[src/rtl/bus_route_ctrl.sv]
// -----------------------------------------------------------------------------
// bus_route_ctrl
//
// Sequencer for the two-way result-bus demultiplexer. One result word plus a
// destination tag is accepted per handshake and kept in a single holding
// register. The word is then presented on the selected output channel with
// valid/ready flow control. The unselected channel stays idle (data 0, valid 0).
//
// Ports
//   clk, rst            : clock (rising edge), synchronous active-high reset
//   in_data/in_dest     : result word and tag (1 -> o1, 0 -> o2)
//   in_valid/in_ready   : input handshake
//   flush               : synchronous discard of the held word
//   sel                 : demux select, equals the held destination tag
//   o1_* / o2_*         : output channels (data, valid, ready)
//   busy                : a word is held
//   cnt1/cnt2           : delivered-word counters (only with BUS_ROUTE_CNT_EN)
//
// Optional feature macro: BUS_ROUTE_CNT_EN adds the cnt1/cnt2 ports and counters.
// -----------------------------------------------------------------------------
module bus_route_ctrl #(
    parameter int w = 8
) (
    input  logic         clk,
    input  logic         rst,
    input  logic [w-1:0] in_data,
    input  logic         in_dest,
    input  logic         in_valid,
    output logic         in_ready,
    input  logic         flush,
    output logic         sel,
    output logic [w-1:0] o1_data,
    output logic         o1_valid,
    input  logic         o1_ready,
    output logic [w-1:0] o2_data,
    output logic         o2_valid,
    input  logic         o2_ready,
    output logic         busy
`ifdef BUS_ROUTE_CNT_EN
    ,
    output logic [7:0]   cnt1,
    output logic [7:0]   cnt2
`endif
);

    typedef enum logic {IDLE = 1'b0, HOLD = 1'b1} state_t;

    state_t       state_q, state_d;
    logic [w-1:0] data_q, data_d;
    logic         dest_q, dest_d;

    logic sel_ready;
    logic xfer;
    logic accept;

    always_comb begin
        // Only the selected channel's ready matters; the other one is ignored.
        sel_ready = dest_q ? o1_ready : o2_ready;
        // flush wins over a transfer, so a flushed handshake is not a delivery.
        xfer      = (state_q == HOLD) && sel_ready && !flush;
        // Pass-through accept in HOLD: a new word can load in the same cycle
        // the held word leaves, giving one word per cycle.
        in_ready  = !rst && !flush && ((state_q == IDLE) || sel_ready);
        accept    = in_valid && in_ready;

        state_d = state_q;
        data_d  = data_q;
        dest_d  = dest_q;
        if (flush) begin
            state_d = IDLE;
            data_d  = '0;
            dest_d  = 1'b0;
        end else if (accept) begin
            state_d = HOLD;
            data_d  = in_data;
            dest_d  = in_dest;
        end else if (xfer) begin
            state_d = IDLE;
        end
    end

    always_ff @(posedge clk) begin
        if (rst) begin
            state_q <= IDLE;
            data_q  <= '0;
            dest_q  <= 1'b0;
        end else begin
            state_q <= state_d;
            data_q  <= data_d;
            dest_q  <= dest_d;
        end
    end

    // Outputs come straight from registered state: no input-to-output path.
    always_comb begin
        busy     = (state_q == HOLD);
        sel      = dest_q;
        o1_valid = busy && dest_q;
        o2_valid = busy && !dest_q;
        o1_data  = o1_valid ? data_q : '0;
        o2_data  = o2_valid ? data_q : '0;
    end

`ifdef BUS_ROUTE_CNT_EN
    logic [7:0] cnt1_q, cnt1_d;
    logic [7:0] cnt2_q, cnt2_d;

    always_comb begin
        cnt1_d = cnt1_q;
        cnt2_d = cnt2_q;
        // Counters wrap naturally at 8 bits and ignore flush.
        if (xfer && dest_q) begin
            cnt1_d = cnt1_q + 8'd1;
        end
        if (xfer && !dest_q) begin
            cnt2_d = cnt2_q + 8'd1;
        end
    end

    always_ff @(posedge clk) begin
        if (rst) begin
            cnt1_q <= 8'd0;
            cnt2_q <= 8'd0;
        end else begin
            cnt1_q <= cnt1_d;
            cnt2_q <= cnt2_d;
        end
    end

    assign cnt1 = cnt1_q;
    assign cnt2 = cnt2_q;
`endif

endmodule

[config.mk]
export PLATFORM = sky130hd
export DESIGN_NAME = bus_route_ctrl
export DESIGN_NICKNAME = d
export VERILOG_FILES = /design/src/rtl/bus_route_ctrl.sv
export SDC_FILE = /design/constraint.sdc
export NUM_CORES = 1
export LEC_CHECK = 0
export BUFFER_PORTS_ARGS = -buffer_cell sky130_fd_sc_hd__buf_2
export CORE_MARGIN = 2
export CORE_UTILIZATION = 25
export DETAILED_ROUTE_END_ITERATION = 16
export GPL_ROUTABILITY_DRIVEN = 0
export SLEW_MARGIN = 0
export SYNTH_ARGS = -nofsm -noshare
export SYNTH_HDL_FRONTEND = slang
export SYNTH_SLANG_ARGS = --single-unit
[constraint.sdc]
create_clock -name clk -period 1.6 [get_ports clk]
set_clock_uncertainty 0.1 [all_clocks]
set_input_delay 0.4 -clock clk [delete_from_list [all_inputs] [get_ports clk]]
set_output_delay 0.4 -clock clk [all_outputs]
set_load 0.005 [all_outputs]
==> impl_results.md, run 1 <==
- Root buf cell: clkbuf_4
- Total number of vias: 886
- Layout cells sized above 1: 47.3%
- Hold Path Origin: in_data[3]
- Synth Net Count: 103
- Remaining DRCs: 0
- Wire per inst: ~13 um
- Detailed placement HPWL: approximately 1.6 mm
- Post-layout nets: about 150
- Failing checks: setup timing
- Final Instance Count excl. Fillers: approximately 170
- Worst Setup SP: sel
- Htree depth: 1
- R2r startpoint: sel
- Final hold viol count: 0
- WHS: 0.305 ns
- Endpoints failing setup: 5
- Total power: between 0.6 and 0.7 mW
- Starting density of the core: 26.4%
- Syn avg cell area: 9.14 um^2
- Pin count of the biggest net entering global routing: 28
- Setup WS post-layout: -0.0141 ns
- Clock sink count: 10
- Number of cell rows: 20
- CTS Hold Bufs: 0
- Unrepaired setup endpoints after global routing: true
- Avg Vias per Cell: 5.12
- Max Cap Viol: 0
- Crit Path Class: flip-flop to output port
- Synth unique cells: 24
- Fin. max-slew vios: 0
- Final Routed Wirelength: approximately 2.3 mm
- Least-Margin Pin Slew: 0.419 ns
- Top FF cell, synth: dfxtp_1
- Register area share after synthesis: 24.9%
- DP Area: 977 um^2
- PD cells: 593 nW/um^2
- First-pass iteration count of the detailed router: 4
- Highest Clock Rate: roughly 620 MHz
- Worst hold path class: primary input to flip-flop
- Core ar.: a little over 3000 um^2
- Worst ir drop on vdd: ~0.14 mV
- Die H: between 60 and 70 um
- Startpoint types: flip-flop
- Number of flops mapped to enable cells by yosys: 0
- Vias in the first global route: 848
- Fraction of registers with async set/reset: 0%
- Worst setup EP type: output port
- Slew margin rel.: just over 70%
- Crit path DAT: 1.11 ns
- Multi-input logic area: roughly 510 um^2
- Clock transition at path regs: roughly 0.070 ns
- Yosys warnings: 0
- Maximum fanout along the worst path: 4
- Gr ovfl total: 0
- Setup tns final: -0.0328 ns
- Static Leak: 0.488 nW
- Yosys reg bits: 10
- Netlist Area Pre-Place: 805 um^2
- Post-synthesis cell count: 88
- Area delta synth->final: 36.9%
- 1st-iter DRT viols: 26
- Detail Route Antenna Nets: 0
- Inserted Clock Buffers: 3
- Status: complete, but fails checks
- Fin crit period: 1.61 ns
- PortBufs: 35
- Register Area: roughly 200 um^2
- Clock Path Buffers: 2
- Worst skew pair latency: 0.27 ns
- I/O Pins: 36
- DIE AREA: 3690 um^2
- Die X: 60.7 um
- Critical Path RT: 1.10 ns
- Final instance area: 1100 um^2
- First-pass GRT wire length: ~3.8 mm
- Antenna violations before repair: 0
- Global-route usage over all layers: between 10% and 20%
- CTS tree: done
- Cell Count Post-Placement: 163
- Fin crit share: 101%
- Filler Cells Inserted: 327
- Number of diodes: 0
-- worst max-delay path, stage by stage (launching register included) --
cell,delay (ns)
dfxtp_4,0.39
mux2i_4,0.24
a21boi_2,0.08
buf_2,0.13
-- metal layers --
metal | vias up | share of wire, % | routed length (um) | global-route usage (%)
met1 | 411 | 46 | 1060 | 17.0
met5 | - | 0 | 0 | 0
met3 | 4 | 5.5 | 128 | 0.640
met4 | 0 | 1.6 | 38 | 8.07
met2 | 36 | 47 | 1100 | 24.0
li1 | 435 | - | - | -
-- final timing paths --
path / endpoint / slack (ns) / depth (start not counted)
setup reg to reg: busy / 0.22 / 5
hold / removal: data_q[3] / 0.31 / 3
hold reg to reg: data_q[4] / 0.43 / 2
setup / recovery: in_ready / -0.01 / 3
-- flip-flops by register name, summed over array words and instances (netlist names) --
register,flops
busy,1
sel,1
data_q,8
-- logic make-up after synthesis --
family	share of synthesized area, %
multiplexers	2.80
flip-flops	24.9
buffers and inverters	14.2
AND/OR/NAND/NOR	37.5
AO/OA/AOI/OAI	20.7
-- cell usage in the layout, fill, tap and decap left out, drive strengths merged, types with 3 or more instances in the layout --
cell / count
and3: 8
nand4: 8
a41oi: 8
buf: 47
nand3: 8
nor2: 3
dfxtp: 10
o211ai: 8
clkbuf: 4
nor4b: 8
and2: 10
-- Yosys cell counts (2+ instances only) --
master | number | area (um^2)
clkbuf_8 | 3 | 41.3
a41oi_1 | 8 | 70.1
and2_1 | 10 | 62.6
buf_4 | 3 | 22.5
nor4b_1 | 8 | 70.1
buf_6 | 2 | 22.5
nand3_1 | 8 | 40.0
o211ai_1 | 7 | 52.6
dfxtp_1 | 10 | 200
and3_1 | 8 | 50.1
nand4_1 | 8 | 50.1
-- stage by stage --
stage / utilization [%] / setup slack, ns
floorplan: - / 0.0759
global route: 36.1 / -0.0761
global placement: 32.0 / 0.142
finish: 36.1 / -0.0141
CTS: 35.5 / -0.0278
detailed placement: 32.0 / 0.118
-- cell type report --
cell class	instances	area share [%]
Clock buffer	4	3.30
Tap cell	44	5.00
Sequential cell	10	18.6
Timing Repair Buffer	47	26.1
Multi-Input combinational cell	67	46.5
Inverter	1	0.455
-- where the power goes --
group          internal [mW]  switching (mW)
Sequential             0.261          0.0136
Combinational         0.0635          0.0778
Clock                  0.138          0.0992
-- timing repair --
item	4_1_cts	5_1_grt
cloned	1	0
pin swaps	6	1
setup buffers	4	1
endpoints found under the hold margin	0	0
endpoints found under the setup margin	19	17
resized for setup	8	2
Note: power is estimated with default switching activity, not from simulation.
==> run 2: changes to the inputs <==
- REMOVE_ABC_BUFFERS: unset -> 1
- clock period: 1.6 -> 1.58 ns (I/O delays scaled with it)
==> run 2 against run 1 <==
Net effect:
- the flow still finishes with violations (setup timing)
- first-iteration DRC count up 38%
- final cell count is 1.2% lower
- combinational power hardly changed
- critical path type unchanged
- largest power group unchanged
- design area is 1.9% lower
==> impl_results.md, run 2 (synthesized netlist as in run 1, its figures left out) <==
- Antenna violations before repair: 0 (unchanged)
- DP Area: 985 um^2 (+0.77%)
- Fin crit share: 103%
- 1st-iter DRT viols: 36 (+38%)
- Number of cell rows: 20 (unchanged)
- Worst ir drop on vdd: 0.151 mV (+8.1%)
- Area delta synth->final: 34.2%
- Biggest register: data_q
- Final Routed Wirelength: 2.21 mm (-5.0%)
- Total number of vias: 869 (-1.9%)
- Detail Route Antenna Nets: 0 (unchanged)
- WHS: 0.316 ns (+0.0111 ns)
- Worst setup EP type: output port
- Total power: 0.588 mW (-10%)
- Root buf cell: clkbuf_4
- PortBufs: 35 (unchanged)
- Status: complete, but fails checks
- Pin count of the biggest net entering global routing: 28 (unchanged)
- Worst skew pair latency: 0.26 ns (about the same)
- Setup tns final: -0.232 ns (-0.199 ns)
- Logic pwr share: 23.9% (+2.3 points)
- Final core occ: 35.4% (-0.70 points)
- Cell Count Post-Placement: 164 (+0.61%)
- Final instance area: 1080 um^2 (-1.9%)
- Number of diodes: 0 (unchanged)
- Wire per inst: 12.9 um (-3.9%)
- Final Instance Count excl. Fillers: 171 (-1.2%)
- Pint: 0.415 mW (-10%)
- CTS tree: done
- Startpoint types: flip-flop
- Max reg flops: 8 (unchanged)
- Vias in the first global route: 765 (-9.8%)
- PD cells: 544 nW/um^2 (-8.2%)
- Switching share of power: 29.3% (+0.13 points)
- Inserted Clock Buffers: 3 (unchanged)
- Most common cell after layout, fill and taps aside: buf_2
- Clk network pwr share: 29.2% (-7.2 points)
- Clock transition at path regs: 0.06 ns (about the same)
- CTS Hold Bufs: 0 (unchanged)
- Pre-CTS setup slack: 0.101 ns (-0.0163 ns)
- Failing checks: setup timing
- R2r setup slk: 0.12 ns (-0.10 ns)
- Switching pwr: 0.172 mW (-9.6%)
- Die H: 60.7 um (unchanged)
- Setup WS post-layout: -0.0419 ns (-0.0278 ns)
- Fin crit period: between 1.5 and 2 ns
- Final hold viol count: 0 (unchanged)
- First-pass GRT wire length: 3.52 mm (-7.3%)
- Critical Path RT: 1.08 ns (-0.02 ns)
- Endpoints failing setup: 10 (+5)
- Detailed placement HPWL: 1.56 mm (-2.9%)
- Max Cap Viol: 0 (unchanged)
- Maximum fanout along the worst path: 7 (+3)
- Global-route usage over all layers: 12.6% (-1.3 points)
- Static Leak: 0.478 nW (-1.9%)
- Post-layout nets: 144 (-0.69%)
- Clock Path Buffers: 2 (unchanged)
- Depth of the most critical reg-to-reg path: 6 (+1)
- Htree depth: 1 (unchanged)
- Least-Margin Pin Slew: 0.429 ns (+0.0106 ns)
- Avg Vias per Cell: 5.08 (-0.77%)
- Unrepaired setup endpoints after global routing: true
- Die X: 60.7 um (unchanged)
- DIE AREA: 3690 um^2 (unchanged)
- Remaining DRCs: 0 (unchanged)
- Crit path DAT: 1.13 ns (+0.02 ns)
- Slew margin rel.: 71.4% (-0.71 points)
- Most frequent cells in the layout: buf_2, buf_4
- Fin. max-slew vios: 0 (unchanged)
- Power share of the sequential group: 47.0% (+5.0 points)
- Highest Clock Rate: 617 MHz
- Clock sink count: 10 (unchanged)
- First-pass iteration count of the detailed router: 4 (unchanged)
- Core ar.: 3050 um^2 (unchanged)
- Starting density of the core: 26.4% (unchanged)
- Layout cells sized above 1: 47.2% (about the same)
- Worst hold path class: primary input to flip-flop
- I/O Pins: 36 (unchanged)
- Crit Path Class: flip-flop to output port
- Hold Crit Depth: 3 (unchanged)
- Gr ovfl total: 0 (unchanged)
## run 2: worst paths after layout
path,startpoint,endpoint
worst max-delay path,busy,o2_data[4]
worst min register to register,data_q[4],data_q[4]
worst max register to register,sel,busy
worst min-delay path,in_data[6],data_q[6]
## run 2: critical path: stages, from the launching register on
cell and delay, ns:
dfxtp_2 0.36, clkinv_4 0.06, nor2_4 0.09, buf_6 0.13, and2_4 0.14, buf_6 0.08
## run 2: repair_timing
| action | in CTS | in global routing |
|---|---|---|
| pin swaps | 4 | 2 |
| endpoints found under the setup margin | 19 | 18 |
| setup buffers | 3 | 1 |
| resized for setup | 10 | 3 |
| gates cloned | 0 | 0 |
## run 2: layout make-up
class	count	area [um^2]
inverters	1	8.76
fillers	327	1970
multi-input cells	66	503
flip-flops and latches	10	205
well taps	44	55.1
repair buffers	47	285
clock buffers	3	22.5
## run 2: per-layer routing
| layer | vias up | global-route usage (%) | routed length [um] |
|---|---|---|---|
| met1 | 403 | 16.0 | 1030 |
| met4 | 0 | 3.73 | 19 |
| met2 | 31 | 21.0 | 988 |
| met3 | 4 | 3.20 | 178 |
| li1 | 431 | - | - |
| met5 | - | 0 | 0 |
## run 2: power groups by stage
stage	clock network [mW]	registers (mW)	logic [mW]
global route	0.201	0.278	0.156
detailed placement	0	0.281	0.129
global placement	0	0.280	0.126
floorplan	0	0.283	0.0492
CTS	0.182	0.276	0.139
finish	0.171	0.276	0.140
